`config.mk`:
```
export PLATFORM = sky130hd
export DESIGN_NAME = dmem_arbiter
export DESIGN_NICKNAME = d
export VERILOG_FILES = /design/src/rtl/dmem_arbiter.sv
export SDC_FILE = /design/constraint.sdc
export NUM_CORES = 1
export LEC_CHECK = 0
export BUFFER_PORTS_ARGS = -buffer_cell sky130_fd_sc_hd__clkbuf_2
export CAP_MARGIN = 20
export CORE_AREA = 2 2 88 90
export CTS_CLUSTER_SIZE = 25
export DETAILED_ROUTE_END_ITERATION = 6
export DIE_AREA = 0 0 90 92
export GPL_ROUTABILITY_DRIVEN = 0
export GPL_TIMING_DRIVEN = 0
export PLACE_DENSITY = 0.67
export SYNTH_ARGS = -nofsm -noshare
export SYNTH_HDL_FRONTEND = slang
export SYNTH_SLANG_ARGS = --single-unit
export TNS_END_PERCENT = 30
```
`constraint.sdc`:
```
create_clock -name clk -period 3.1 [get_ports clk]
set_clock_uncertainty 0.1 [all_clocks]
set_input_delay 0.31 -clock clk [delete_from_list [all_inputs] [get_ports clk]]
set_output_delay 0.31 -clock clk [all_outputs]
set_load 0.005 [all_outputs]
```
`src/rtl/dmem_arbiter.sv`:
```
// -----------------------------------------------------------------------------
// dmem_arbiter
//
// Shares the single-port-per-direction 32-word data memory between the CPU
// load/store path (master 0) and the UART debug/loader bridge (master 1).
// Each cycle at most one access per master is accepted. Conflicts are resolved
// round-robin. A master may lock the bus for multi-word transfers. Read data
// from the memory (one-cycle registered latency) is steered back to the
// master that issued the read.
//
// Optional feature: define DMEM_ARB_DUAL_EN to let a read from one master and
// a write from the other proceed in the same cycle (read port + write port).
//
// Ports:
//   clk, reset                 system clock, synchronous active-high reset
//   mN_req/we/lock/addr/wdata  master N request channel (N = 0, 1)
//   mN_gnt                     combinational grant, access done this cycle
//   mN_rvalid/rdata            read response, one cycle after a read grant
//   mem_read_addr              memory read address (0 when no read)
//   mem_write_addr/data, mem_sw memory write port (0 when no write)
//   mem_read_data              registered read data from memory
// -----------------------------------------------------------------------------
module dmem_arbiter (
  input  logic        clk,
  input  logic        reset,

  input  logic        m0_req,
  input  logic        m0_we,
  input  logic        m0_lock,
  input  logic [4:0]  m0_addr,
  input  logic [31:0] m0_wdata,
  output logic        m0_gnt,
  output logic        m0_rvalid,
  output logic [31:0] m0_rdata,

  input  logic        m1_req,
  input  logic        m1_we,
  input  logic        m1_lock,
  input  logic [4:0]  m1_addr,
  input  logic [31:0] m1_wdata,
  output logic        m1_gnt,
  output logic        m1_rvalid,
  output logic [31:0] m1_rdata,

  output logic [4:0]  mem_read_addr,
  output logic [4:0]  mem_write_addr,
  output logic [31:0] mem_write_data,
  output logic        mem_sw,
  input  logic [31:0] mem_read_data
);

  typedef enum logic [1:0] {
    ST_IDLE = 2'd0,
    ST_OWN0 = 2'd1,
    ST_OWN1 = 2'd2
  } lock_state_e;

  lock_state_e state_q, state_d;
  logic        last_gnt_q, last_gnt_d;   // 0 = master 0 won last, 1 = master 1
  logic        rd_valid_q, rd_valid_d;   // a read was granted last cycle
  logic        rd_owner_q, rd_owner_d;   // which master issued that read

  logic        hold0, hold1;
  logic        gnt0, gnt1;
  logic        dual;
  logic        rw_split;

  // A read and a write from different masters can share the cycle only when
  // the dual-port feature is built in.
`ifdef DMEM_ARB_DUAL_EN
  assign rw_split = (m0_we != m1_we);
`else
  assign rw_split = 1'b0;
`endif

  // ---------------------------------------------------------------------------
  // Arbitration, lock FSM next state and memory port steering.
  // ---------------------------------------------------------------------------
  always_comb begin
    // NOTE: every output of this block gets a default first so no path leaves
    // a variable unassigned; otherwise synthesis infers a latch.
    gnt0           = 1'b0;
    gnt1           = 1'b0;
    dual           = 1'b0;
    state_d        = state_q;
    last_gnt_d     = last_gnt_q;
    rd_valid_d     = 1'b0;
    rd_owner_d     = rd_owner_q;
    mem_read_addr  = 5'd0;
    mem_write_addr = 5'd0;
    mem_write_data = 32'd0;
    mem_sw         = 1'b0;

    // The owner keeps the bus only while it still requests with lock high.
    // Once it drops either, this same cycle is arbitrated as if idle.
    hold0 = (state_q == ST_OWN0) && m0_req && m0_lock;
    hold1 = (state_q == ST_OWN1) && m1_req && m1_lock;

    if (reset) begin
      // No grants while reset is asserted.
    end else if (hold0) begin
      gnt0 = 1'b1;
    end else if (hold1) begin
      gnt1 = 1'b1;
    end else if (m0_req && m1_req) begin
      if (rw_split) begin
        gnt0 = 1'b1;
        gnt1 = 1'b1;
        dual = 1'b1;
      end else if (last_gnt_q) begin
        gnt0 = 1'b1;
      end else begin
        gnt1 = 1'b1;
      end
    end else begin
      gnt0 = m0_req;
      gnt1 = m1_req;
    end

    // Round-robin pointer follows the single winner; a shared read/write
    // cycle favours nobody, so the pointer stays put.
    if (!dual) begin
      if (gnt0)      last_gnt_d = 1'b0;
      else if (gnt1) last_gnt_d = 1'b1;
    end

    if (gnt0 && m0_lock)      state_d = ST_OWN0;
    else if (gnt1 && m1_lock) state_d = ST_OWN1;
    else                      state_d = ST_IDLE;

    // Both grants at once only happen for a read/write split, so the two
    // masters never collide on the same memory port here.
    if (gnt0) begin
      if (m0_we) begin
        mem_write_addr = m0_addr;
        mem_write_data = m0_wdata;
        mem_sw         = 1'b1;
      end else begin
        mem_read_addr  = m0_addr;
        rd_valid_d     = 1'b1;
        rd_owner_d     = 1'b0;
      end
    end
    if (gnt1) begin
      if (m1_we) begin
        mem_write_addr = m1_addr;
        mem_write_data = m1_wdata;
        mem_sw         = 1'b1;
      end else begin
        mem_read_addr  = m1_addr;
        rd_valid_d     = 1'b1;
        rd_owner_d     = 1'b1;
      end
    end
  end

  // ---------------------------------------------------------------------------
  // State registers. last_gnt resets to 1 so master 0 wins the first conflict.
  // ---------------------------------------------------------------------------
  always_ff @(posedge clk) begin
    // NOTE: sequential state uses non-blocking assignments so every flop
    // samples its _d value from before the edge, independent of order.
    if (reset) begin
      state_q    <= ST_IDLE;
      last_gnt_q <= 1'b1;
      rd_valid_q <= 1'b0;
      rd_owner_q <= 1'b0;
    end else begin
      state_q    <= state_d;
      last_gnt_q <= last_gnt_d;
      rd_valid_q <= rd_valid_d;
      rd_owner_q <= rd_owner_d;
    end
  end

  // Outputs. rvalid is masked during reset so a read granted just before a
  // reset never returns data (the memory clears its read register anyway).
  assign m0_gnt    = gnt0;
  assign m1_gnt    = gnt1;
  assign m0_rvalid = rd_valid_q && !rd_owner_q && !reset;
  assign m1_rvalid = rd_valid_q &&  rd_owner_q && !reset;
  assign m0_rdata  = m0_rvalid ? mem_read_data : 32'd0;
  assign m1_rdata  = m1_rvalid ? mem_read_data : 32'd0;

endmodule
```
Yosys cells after proc, flatten, opt, wreduce, memory -nomap -nowiden
Index checks and enable logic that the tools add are counted.

Bits in writable memories: 0. ROM bits: 0. Output and inout bits: 111. Bits of input ports: 114. Memories: 0. Latch bits: 0. Register bits: 5.

$mul: 0. Eq/ne operators: 2. Multiplexer cells: 40. Bitwise gates (word level): 0. Order comparisons: 0. Shift-type cells: 0. Divide/modulo/power cells: 0. $add $sub $neg: 0. Reduce and logical (&&, ||, !) cells: 15.

Operators by type and width (number): 32-bit two-way mux (6); 5-bit two-way mux (8); 1-bit two-way mux (25); 1-bit logical AND (11); 2-bit by 1-bit == test with 1-bit output (second input constant) (1); 2-bit == test (second input constant) (1); 1-bit zero test (2); 2-bit two-way mux (1); 2-bit nonzero test (1); 2-bit OR reduction (1).

Longest topological paths before layout
Gate-level depths: netlist of run 1.

Depth after elaboration: 9. Mapped depth: 6. Gate-level depth less buffers: 4.

Worst setup path after synthesis of run 1
OpenSTA, ideal clock, no wires.

Path type: input to output. Start point: in reset. End point: out mem_write_data[10]. Required time: 2.690 ns. Arrival time: 1.291 ns. Stages: 5. Buffers on the path: 2. Path slack: 1.399 ns. Cells stage by stage: buf_2 -> nor2b_1 -> and4_4 -> clkbuf_1 -> a22o_1.

Word-level cells in the longest chain between the ends: 4. Elaborated cells between the ends (all ways): 5. Those cells by class: mux: 5.

RTL lines: from (decl) (line 25) `input logic reset,`; 1-bit two-way mux (line 99) `if (reset) begin`; 32-bit two-way mux (line 133) `if (gnt0) begin`; 32-bit two-way mux (line 145) `if (m1_we) begin`; 32-bit two-way mux * (line 144) `if (gnt1) begin`; to (decl) (line 47) `output logic [31:0] mem_write_data,`.

Mark *: on every way between the ends. The rest lies on a longest branch, timed or not.

Final worst setup path of run 1
Start point: reg state_q[0]. End point: out mem_write_data[8].

Word-level cells in the longest chain between the ends: 9. Elaborated cells between the ends (all ways): 15. Those cells by class: eq/ne: 2; mux: 9; reduce/logical: 4.

RTL lines: from (decl) (line 58) `lock_state_e state_q, state_d;`; from (signal assigned) (line 169) `state_q <= state_d;`; 2-bit == test (line 97) `hold1 = (state_q == ST_OWN1) && m1_req && m1_lock;`; 1-bit logical AND (2 in series) (line 97); 1-bit two-way mux (line 103) `end else if (hold1) begin`; 1-bit two-way mux (line 101) `end else if (hold0) begin`; 1-bit two-way mux (line 99); 32-bit two-way mux (line 133); 32-bit two-way mux (line 145); 32-bit two-way mux * (line 144).

Marked as above.

==> summary.md, run 1 <==
The run finished with clean final reports. Hold repair after CTS inserted 0 buffers. The path category of the worst min-delay check was in2reg. The count of final max-slew check failures is 0. The kind of critical path was reg2out. The share of layout cells above drive strength 1 is 62.76%, and the share of the synthesized area in compound gates (AO/OA/AOI/OAI) is 34.92%.

For the required arrival time at the worst endpoint, the log shows 2.69 ns. The cell count after synthesis came out at 157. The run gives 9259 um as the wire length of the first global-routing pass.

The cell area after synthesis is 1207 um^2. The number of antenna violations at the first check in global routing is 0. The floorplan step set the die height to 92 um. The share of the yosys chip area belonging to registers was 8.290%. For the combined global-route utilization of all metal layers, the log shows 13.58%.

The setup TNS was 0 ns; the number of rows in the core area was 32. The total of endpoints with negative setup slack in the final report is 0. The global route total overflow came out at 0. Setup repair after global routing left no endpoint under its margin.

For the final number of hold-violating endpoints, the log shows 0. The startpoint type of the worst setup path is a register. The deepest clock path buffer count came out at 2. The overall die width is 90 um, and the total vias in the final route is 2142. For this run, the number of Yosys warnings is 0. After Yosys synthesis, XOR and XNOR cells account for 0% of the synthesized area.

Yosys mapped a number of flops with a built-in enable equal to 0. The worst slew slack as a fraction of its limit is 54.11%. Counting flops with an async set or reset pin after synthesis yields a share of 0%. Summing the areas of all fa, ha and maj instances in the mapped netlist gives 0% of the synthesized area.

The floorplan step defined a die boundary enclosing 8280 um^2. The growth of design area from synthesis to finish came out at 106.7%. The clock period minus final worst setup slack was 2.197 ns; the count of unresolved DRC violations after routing was 0. The combinational family with the most area after synthesis was simple AND/OR/NAND/NOR gates.

The synthesized design contains 5 register bits. After the first detailed-routing iteration, the DRC count stood at 62. The net count after synthesis was 271.

Remaining number of nets flagged by the antenna check after routing: 0. The initial utilization of the core area, before any placement, comes to 16.21%. Leaving out fill and tap cells, the most frequent cell in the layout is sky130_fd_sc_hd__clkbuf_2. Of the total synthesized cell area, the portion taken by AND, OR, NAND and NOR gates is 47.77%. IR analysis of the VDD net gives a maximum drop of 0.00007679 V. Summed over all nets, the half-perimeter wirelength after detailed placement is 5516 um.

The most used flip-flop cell after synthesis is sky130_fd_sc_hd__dfxtp_1. For the count of antenna diodes in the layout, the log shows 0. The average footprint of a synthesized cell is 7.690 um^2, and the fraction of the cycle the final worst path needs is 70.88%. Synthesis instantiated 28 different standard cells from the library. In the routed layout, each cell is associated on average with a via count of 4.407. For the worst setup path, the data arrival time is 1.79 ns.

Counting the buffers created by CTS gives 3. The library cells used most frequently in the layout, excluding fill and tap cells, are sky130_fd_sc_hd__clkbuf_2, sky130_fd_sc_hd__and2_1, sky130_fd_sc_hd__a22o_1. After floorplanning, the core was sized to cover 7447 um^2.

The clock sink total is 5. With fillers left out, the area of the finished cells amounts to 2496 um^2. Fraction of synthesized area in multiplexers: 0%. For the pin with the worst max-slew slack, the measured transition is 0.6869 ns. The cell chosen for the clock root was sky130_fd_sc_hd__clkbuf_8.

After the last flow step, the layout net total stands at 499. The tools report the type of element capturing the critical path as a primary output. The tools report the worst hold slack as 0.2699 ns. The run gives 0.4551 GHz as the achievable frequency.

The number of buffer cells added on primary ports was 223. TritonCTS built the clock tree. The clock latency reported for the late side of the worst-skew pair was 0.22 ns. Instance area at placement: 2451 um^2. Number of global-route vias before repair: 1972. Max-cap violations in this run came to 0.

225 I/O pins were placed. In this run the worst path has a maximum fanout of 10. Summed over all cells, the static leakage comes to 0.001528 uW.

In this run the power density over the cells is 163.0 nW/um^2. The clock transition time at the flip-flop clock pins of the worst setup and hold paths was 0.03 ns. The maximum level of the CTS H-tree was 1; the detailed-router iteration count before antenna repair was 4. Once the clock tree was built, the setup fixing pass inserted 0 buffers.

Post-CTS repair changed the size of 0 cells. In the final routed layout, each cell accounts on average for 12.81 um. Routed wire length: 6227 um. Entering global routing, the biggest net connects 11 pins.
## state kept, by name (all words and copies together) (netlist names)
name / cells
last_gnt_q: 1
state_q: 2
rd_owner_q: 1
rd_valid_q: 1
## logic make-up (layout without fill, tap and decap cells)
logic type      after synthesis  in the layout
flops                         5              5
buf+inv                      16            243
simple gates                 88             88
compound gates               48             48
## critical path, stage by stage (launching register included)
cell and delay [ns]:
sky130_fd_sc_hd__dfxtp_1 0.33, sky130_fd_sc_hd__nand2b_4 0.14, sky130_fd_sc_hd__a21o_1 0.15, sky130_fd_sc_hd__and4_4 0.23, sky130_fd_sc_hd__clkbuf_1 0.36, sky130_fd_sc_hd__a22o_1 0.25
sky130_fd_sc_hd__clkbuf_2 0.12
## cell usage after synthesis, types with 3 or more instances
cell type                  instances  share of area (%)
sky130_fd_sc_hd__and2_1           64                 33
sky130_fd_sc_hd__a22o_1           37                 27
sky130_fd_sc_hd__clkbuf_1          7                2.2
sky130_fd_sc_hd__a32o_1            5                4.1
sky130_fd_sc_hd__dfxtp_1           5                8.3
sky130_fd_sc_hd__nor2_1            4                1.2
sky130_fd_sc_hd__buf_2             3                1.2
sky130_fd_sc_hd__nand3b_1          3                1.9
## through the flow
stage               setup slack (ns)  power (uW)  cells  utilization (%)
finish                        0.9029       406.8    486            33.52
global route                  0.7004       435.0    486            33.52
CTS                           0.8561       412.0    486            33.52
detailed placement            0.9121       289.5    482            32.91
global placement              0.9400       285.3    482            32.91
floorplan                      1.399       155.0    157                -
## layout make-up
type                            instances  area, um^2
Tap cell                              102       127.6
Clock buffer                            4       45.04
Buffer                                 16       108.9
Fill cell                             827        4951
Multi-Input combinational cell        136       998.5
Timing Repair Buffer                  223        1116
Sequential cell                         5       100.1
## routing by layer
metal / track usage [%] / wire length (um)
met5: 0 / 0
met4: 2.308 / 62
met3: 3.205 / 576
met2: 25.69 / 3263
met1: 15.69 / 2324
## where the power goes
part / switching (uW) / leakage (uW) / internal, uW
clock network: 30.3 / 0.0000228 / 88.1
logic: 95.1 / 0.00146 / 121
registers: 3.25 / 0.0000412 / 68.9
total: 129 / 0.00153 / 278
## worst paths after layout
kind                            end  cells past startpoint       start  slack, ns
hold / removal           state_q[0]                      2     m0_lock       0.27
setup reg to reg         rd_owner_q                      4  state_q[1]       1.62
setup / recovery  mem_write_data[8]                      6  state_q[0]       0.90
hold reg to reg          rd_owner_q                      1  rd_owner_q       0.44
Note: power is estimated with default switching activity, not from simulation.
==> inputs of run 2 (changes only) <==
--- a/config.mk
+++ b/config.mk
@@ -7,13 +7,13 @@
 export LEC_CHECK = 0
 export BUFFER_PORTS_ARGS = -buffer_cell sky130_fd_sc_hd__clkbuf_2
 export CAP_MARGIN = 20
-export CORE_AREA = 2 2 88 90
+export CORE_AREA = 2 2 87 89
 export CTS_CLUSTER_SIZE = 25
 export DETAILED_ROUTE_END_ITERATION = 6
-export DIE_AREA = 0 0 90 92
+export DIE_AREA = 0 0 89 91
 export GPL_ROUTABILITY_DRIVEN = 0
 export GPL_TIMING_DRIVEN = 0
-export PLACE_DENSITY = 0.67
+export PLACE_DENSITY = 0.68
 export SYNTH_ARGS = -nofsm -noshare
 export SYNTH_HDL_FRONTEND = slang
 export SYNTH_SLANG_ARGS = --single-unit
==> constraint.sdc (replaced) <==
create_clock -name clk -period 2.1 [get_ports clk]
set_clock_uncertainty 0.1 [all_clocks]
set_input_delay 0.21 -clock clk [delete_from_list [all_inputs] [get_ports clk]]
set_output_delay 0.21 -clock clk [all_outputs]
set_load 0.005 [all_outputs]
==> run 2 against run 1 <==
First-iteration DRC count fell by 27%. Die area fell by 2.2%. Sequential power rose by 48%. Via count fell by 2.3%. Critical path depth fell by 1. Setup slack got worse by 0.85 ns. Register-to-register slack got worse by 1.0 ns. Final cell count fell by 0.62%. Critical path type unchanged. Critical endpoint is now mem_read_addr[3]. Largest power group unchanged. Highest routed layer unchanged.
==> summary.md, run 2 (synthesis results as in run 1) <==
The share of power burned in registers was 17.8% (about the same). For the wire length of the first global-routing pass, the log shows 8314 um (-10%). The run gives 0.00009480 V (+23%) as the maximum vdd ir drop. The reported leakage power came out at 0.001534 uW (+0.36%). Number of top-level design ports: 225 (unchanged). The count of antenna diodes in the layout was 0 (unchanged). The tools report the startpoint type of the worst setup path as a register. Combinational fraction of design power: 52.7% (-0.4 points).

The remaining number of nets flagged by the antenna check after routing was 0 (unchanged); the number of buffer cells added on primary ports was 223 (unchanged). The maximum level of the CTS H-tree is 1 (unchanged), and the growth of design area from synthesis to finish is 106.9%. The number of global-route vias before repair is 1841 (-6.6%).

Number of vias per cell: 4.331 (-1.7%). For the required arrival time at the worst endpoint, the log shows 1.79 ns (-0.90 ns). The min-delay analysis places its worst path in the category in2reg. The tools report the type of element capturing the critical path as a primary output.

The final-stage net count was 499 (unchanged). The slew at the pin closest to its max-slew limit was 0.5544 ns (-0.1325 ns); the number of buffers inserted by hold repair at cts was 0 (unchanged). Kind of cell adding the most delay to the critical path: simple AND/OR/NAND/NOR gates.

The total of max-cap violations is 0 (unchanged). The filler cell count in the final layout came out at 805 (-2.7%). The logs give 4 (unchanged) for the detailed-router iteration count before antenna repair and 483 (-0.62%) for the post-route non-filler standard cell count.

The run gives 31 (-3.1%) as the number of rows in the core area. The cell sitting at the root of the clock tree is a sky130_fd_sc_hd__clkbuf_8. The critical path arrival was 1.73 ns (-0.06 ns); the largest stage delay on the critical path was 0.37 ns (about the same). Setup repair after global routing could not meet its margin everywhere. The logs give 188.7 uW (+47%) for the switching power and 0.1189 ns (-0.7932 ns) for the placement-stage worst setup slack. The fraction of the cycle the final worst path needs is 97.31%, and the achievable frequency is 0.4894 GHz.

The path with the worst hold slack has its endpoint at state_q[0]. The placed wire-length estimate after detailed placement is 5450 um (-1.2%). The logs give 0 (unchanged) for the count of final max-slew check failures and 100.1 um^2 (unchanged) for the area taken by flip-flops and latches. The worst-path maximum fanout was 7 (-3); the initial detailed-routing violation count was 45 (-27%). TritonCTS built the clock tree.

In this run the critical register-to-register path is captured at rd_owner_q. The logs give 12.77% (-0.82 points) for the combined global-route utilization of all metal layers and 0.22 ns (about the same) for the clock latency reported for the late side of the worst-skew pair. The share of layout cells above drive strength 1 is 63.28% (+0.52 points), and the total of endpoints with negative setup slack in the final report is 0 (unchanged). The worst hold path begins at m0_lock.

The total buffers and inverters traversed by the critical path was 1 (-1); the count of unresolved DRC violations after routing was 0 (unchanged). For the final worst-path setup slack, the log shows 0.05656 ns (-0.8463 ns). The most common library cell in the layout ignoring fill and taps was sky130_fd_sc_hd__clkbuf_2. The tools report the pin count of the biggest net entering global routing as 11 (unchanged).

The clock buffer count from CTS is 3 (unchanged). The critical path in this run is classified as reg2out. The overall die width is 89 um (-1.1%), and the number of cells traversed by the worst hold path is 2 (unchanged). The tools report the reg-to-reg critical path startpoint as state_q[1].

The power density relative to cell area works out to 240.1 nW/um^2 (+47%). The run gives 7137 um^2 (-4.2%) as the area of the core. The internal power was 411.1 uW (+48%). The flow ran to the end, and the final reports show no timing, DRC or antenna violations. The effective utilization at floorplan is 16.92% (+0.70 points). The placed instance count was 479 (-0.62%). The worst reg-to-reg path cell count was 4 (unchanged); the final number of hold-violating endpoints was 0 (unchanged).

Setup TNS: 0 ns (unchanged). The clock period minus final worst setup slack is 2.043 ns, and the number of antenna violations at the first check in global routing is 0 (unchanged). Flip-flop count of the largest register, all copies and words added: 2 (unchanged). The run gives 0.1633 ns (-0.1066 ns) as the worst hold slack. The multi-input gate area in the final layout is 1003 um^2 (+0.50%). The routed wire length was 6094 um (-2.1%); the switching power share of the total was 31.47% (-0.17 points). Walking the worst path, the cells encountered are and4b_1 -> a31o_2 -> nor3_4 -> a32o_1 -> clkbuf_2. The deepest clock path buffer count was 2 (unchanged). Most flop-heavy register: state_q. The reg-to-reg setup timing slack is 0.62 ns (-1.00 ns).

The global route total overflow is 0 (unchanged). The routed length per placed instance was 12.62 um (-1.5%). Cell at the slowest stage of the critical path: sky130_fd_sc_hd__nor3_4. The run gives 5 (unchanged) as the clock sink total.

The clock transition time at the flip-flop clock pins of the worst setup and hold paths is 0.03 ns (about the same). The total vias in the final route is 2092 (-2.3%), and the die height is 91 um (-1.1%). The top cell types in the final layout, fill and taps aside, are sky130_fd_sc_hd__clkbuf_2, sky130_fd_sc_hd__and2_1, sky130_fd_sc_hd__a22o_1.

The logs give 8099 um^2 (-2.2%) for the die outline area and 599.8 uW (+47%) for the final total power. The tools report the worst slew slack as a fraction of its limit as 62.90% (+8.8 points). The run gives 0 (unchanged) as the number of post-CTS setup repair buffers. Share of total power in the clock network: 29.5% (+0.4 points).
[run 2: what timing repair did]
action,in CTS,in global routing
gates resized for setup,1,2
hold endpoints to repair,0,0
endpoints found under the setup margin,20,22
gates cloned,0,0
[run 2: cell type report]
cell class / count / share of cell area [%]
clock buffer: 4 / 1.803
multi-input combinational: 136 / 40.16
timing repair buffer: 223 / 44.67
buffer: 16 / 4.407
sequential: 5 / 4.006
tap: 99 / 4.957
[run 2: power by group through the flow]
stage | Clock (uW) | Sequential (uW) | Combinational [uW]
after floorplan | 0 | 107 | 122
after global placement | 0 | 107 | 313
after detailed placement | 0 | 108 | 317
after CTS | 182 | 107 | 320
after global routing | 190 | 108 | 345
final | 177 | 107 | 316
[run 2: how the worst max path moves through the flow]
stage	start	to	slack, ns	cells past startpoint
after floorplan	state_q[0]	mem_write_addr[0]	0.50	6
after global placement	reset	m0_rdata[19]	0.11	5
after detailed placement	reset	m0_rdata[5]	0.12	5
after CTS	state_q[0]	mem_write_data[5]	0.01	6
after global routing	state_q[0]	mem_read_addr[3]	-0.04	6
final	state_q[1]	mem_read_addr[3]	0.06	5
[run 2: layer usage]
layer / track usage [%] / routed length, um / up-vias
met4: 2.861 / 47 / 0
met1: 14.06 / 2356 / 927
met3: 2.455 / 604 / 5
met5: 0 / 0 / -
li1: - / - / 1030
met2: 24.44 / 3086 / 130
[run 2: stage by stage]
step | cell area [um^2] | utilization (%)
floorplan | 1207 | -
global placement | 2447 | 34.29
detailed placement | 2447 | 34.29
CTS | 2497 | 34.99
global route | 2499 | 35.01
finish | 2499 | 35.01
[run 2: worst register-to-register path, stage by stage, from the launching register on]
cell and delay (ns):
sky130_fd_sc_hd__dfxtp_1 0.32, sky130_fd_sc_hd__and4b_1 0.21, sky130_fd_sc_hd__a31o_2 0.25, sky130_fd_sc_hd__nor3_4 0.37, sky130_fd_sc_hd__a221o_1 0.17
==> inputs of run 3 (changes only) <==
--- a/config.mk
+++ b/config.mk
@@ -8,11 +8,12 @@
 export BUFFER_PORTS_ARGS = -buffer_cell sky130_fd_sc_hd__clkbuf_2
 export CAP_MARGIN = 20
 export CORE_AREA = 2 2 87 89
+export CTS_CLUSTER_DIAMETER = 200
 export CTS_CLUSTER_SIZE = 25
 export DETAILED_ROUTE_END_ITERATION = 6
 export DIE_AREA = 0 0 89 91
 export GPL_ROUTABILITY_DRIVEN = 0
-export GPL_TIMING_DRIVEN = 0
+export GPL_TIMING_DRIVEN = 1
 export PLACE_DENSITY = 0.68
 export SYNTH_ARGS = -nofsm -noshare
 export SYNTH_HDL_FRONTEND = slang
==> run 3 against run 2 <==
First-iteration DRC count is 82% higher. Flip-flop and latch count is the same. Highest routed layer unchanged. Utilization down 0.67 points. Combinational power is essentially flat. Non-clock buffer count shrank 13.
==> summary.md, run 3 (synthesis results as in run 1) <==
The flow ran to the end, and the final reports show no timing, DRC or antenna violations. The growth of design area from synthesis to finish is 103.0%. The run gives 31 (unchanged) as the number of rows in the core area. The tools report the achievable frequency as 0.4878 GHz (-0.32%). Number of top-level design ports: 225 (unchanged). Most common library cell in the layout ignoring fill and taps: sky130_fd_sc_hd__clkbuf_2.

The pin count of the biggest net entering global routing is 39 (+28), and the fraction of the cycle the final worst path needs is 97.62% (+0.32 points). The required arrival time at the worst endpoint is 1.79 ns (about the same). The power density relative to cell area is 249.3 nW/um^2 (+3.9%), and the routed length per placed instance is 14.27 um (+13%).

The worst hold path belongs to the class in2reg. The logs give 1.74 ns (about the same) for the critical path arrival and 70.29% (+7.4 points) for the worst slew slack as a fraction of its limit. The reported leakage power is 0.001499 uW (-2.3%). Final number of hold-violating endpoints: 0 (unchanged). Tracing the worst setup path back leads to its startpoint at state_q[1].

The maximum level of the CTS H-tree came out at 1 (unchanged). Setup repair after global routing left no endpoint under its margin. The die height came out at 91 um (unchanged). The combined global-route utilization of all metal layers is 13.35% (+0.58 points). In this run the most critical hold path is launched from m0_lock. The clock period minus final worst setup slack was 2.050 ns (+0.006625 ns); the slew at the pin closest to its max-slew limit was 0.4440 ns (-0.1104 ns). The number of vias per cell works out to 4.545 (+4.9%). The global route total overflow is 0 (unchanged), and the number of post-CTS setup repair buffers is 0 (unchanged).

The overall die width was 89 um (unchanged). The deepest clock path buffer count came out at 2 (unchanged). The flip-flop count of the largest register, all copies and words added works out to 2 (unchanged). The setup TNS was 0 ns (unchanged). The number of buffer cells added on primary ports came out at 224 (+0.45%). The clock transition time at the flip-flop clock pins of the worst setup and hold paths works out to 0.04 ns (about the same).

In this run the critical register-to-register path is launched from state_q[0]. The total of max-cap violations is 0 (unchanged), and the worst-path maximum fanout is 19 (+12). TritonCTS built the clock tree. The count of final max-slew check failures came out at 0 (unchanged).

For the final total power, the log shows 611.1 uW (+1.9%). The tools report the count of unresolved DRC violations after routing as 0 (unchanged). The run gives 0.0001212 V (+28%) as the maximum vdd ir drop. The number of antenna violations at the first check in global routing is 0 (unchanged), and the share of layout cells above drive strength 1 is 64.71% (+1.4 points). The routed wire length is 6749 um (+11%). The tools report the startpoint type of the worst setup path as a register. The run gives 7137 um^2 (unchanged) as the area of the core.

The tools report the final cell utilization of the core as 34.34% (-0.67 points). The logs give 0 (unchanged) for the remaining number of nets flagged by the antenna check after routing and 16.92% (unchanged) for the effective utilization at floorplan. The logs give 2150 (+2.8%) for the total vias in the final route and 4 (unchanged) for the detailed-router iteration count before antenna repair. The worst hold slack is 0.1586 ns (-0.004691 ns), and the placed wire-length estimate after detailed placement is 5353 um (-1.8%). The count of antenna diodes in the layout is 0 (unchanged), and the initial detailed-routing violation count is 82 (+82%). The top cell types in the final layout, fill and taps aside, are sky130_fd_sc_hd__clkbuf_2, sky130_fd_sc_hd__and2_1, sky130_fd_sc_hd__a22o_1. The logs give 5 (unchanged) for the clock sink total and 8099 um^2 (unchanged) for the die outline area. The tree is rooted in a sky130_fd_sc_hd__clkbuf_8. The tools report the number of buffers inserted by hold repair at cts as 0 (unchanged). The tools report the number of global-route vias before repair as 1886 (+2.4%).

The most flop-heavy register is state_q. The worst setup path is captured at a primary output. The wire length of the first global-routing pass is 8749 um (+5.2%), and the final-stage net count is 489 (-2.0%).

The kind of critical path is reg2out. For the clock latency reported for the late side of the worst-skew pair, the log shows 0.23 ns (about the same). Total of endpoints with negative setup slack in the final report: 0 (unchanged). The clock buffer count from CTS was 3 (unchanged).
## run 3: cell types whose count changed in the layout (fill, tap and decap cells not counted), sizes merged
cell,previous run,this run
and4,1,2
clkbuf,234,228
and3,3,5
buf,9,2
## run 3: timing repair
action,CTS,global route
pin swaps,2,1
cloned,0,3
setup endpoints to repair,1,38
resized for setup,1,5
## run 3: worst max-delay path: stages, from the launching register on
cell,delay (ns)
sky130_fd_sc_hd__dfxtp_2,0.32
sky130_fd_sc_hd__and4b_1,0.21
sky130_fd_sc_hd__a31oi_2,0.28
sky130_fd_sc_hd__and3_4,0.40
sky130_fd_sc_hd__a22o_1,0.18
sky130_fd_sc_hd__clkbuf_2,0.11
## run 3: final timing paths
path	endpoint	slack, ns	cells after the start
worst max-delay path	mem_write_data[14]	0.05	5
worst min-delay path	state_q[0]	0.16	2
worst max register to register	last_gnt_q	0.67	4
worst min register to register	last_gnt_q	0.44	2
## run 3: where the power goes
part | switching (uW) | total (uW) | internal, uW
Sequential | 5.66 | 108 | 102
Combinational | 145 | 318 | 173
Clock | 54.1 | 185 | 131
Total | 205 | 611 | 406
## run 3: routing by layer
metal  vias to the layer above  share of wire [%]  global-route usage (%)
li1                       1017                  -                       -
met1                       987                 39                   14.64
met2                       142                 50                   25.68
met3                         4                 11                   2.909
met4                         0               0.46                   2.363
met5                         -                  0                       0
## run 3: stage by stage
stage	instances	setup WS (ns)	cell area, um^2
floorplan	157	0.4997	1207
global placement	466	0.2579	2364
finish	473	0.04993	2451
detailed placement	466	0.1860	2364
global route	473	0.01773	2451
CTS	470	0.007038	2410
## run 3: cell type report
class | instances | area [um^2]
fill | 793 | 4686
clock buffer | 4 | 45.04
sequential | 5 | 102.6
timing repair buffer | 226 | 1136
tap | 99 | 123.9
multi-input combinational | 139 | 1044
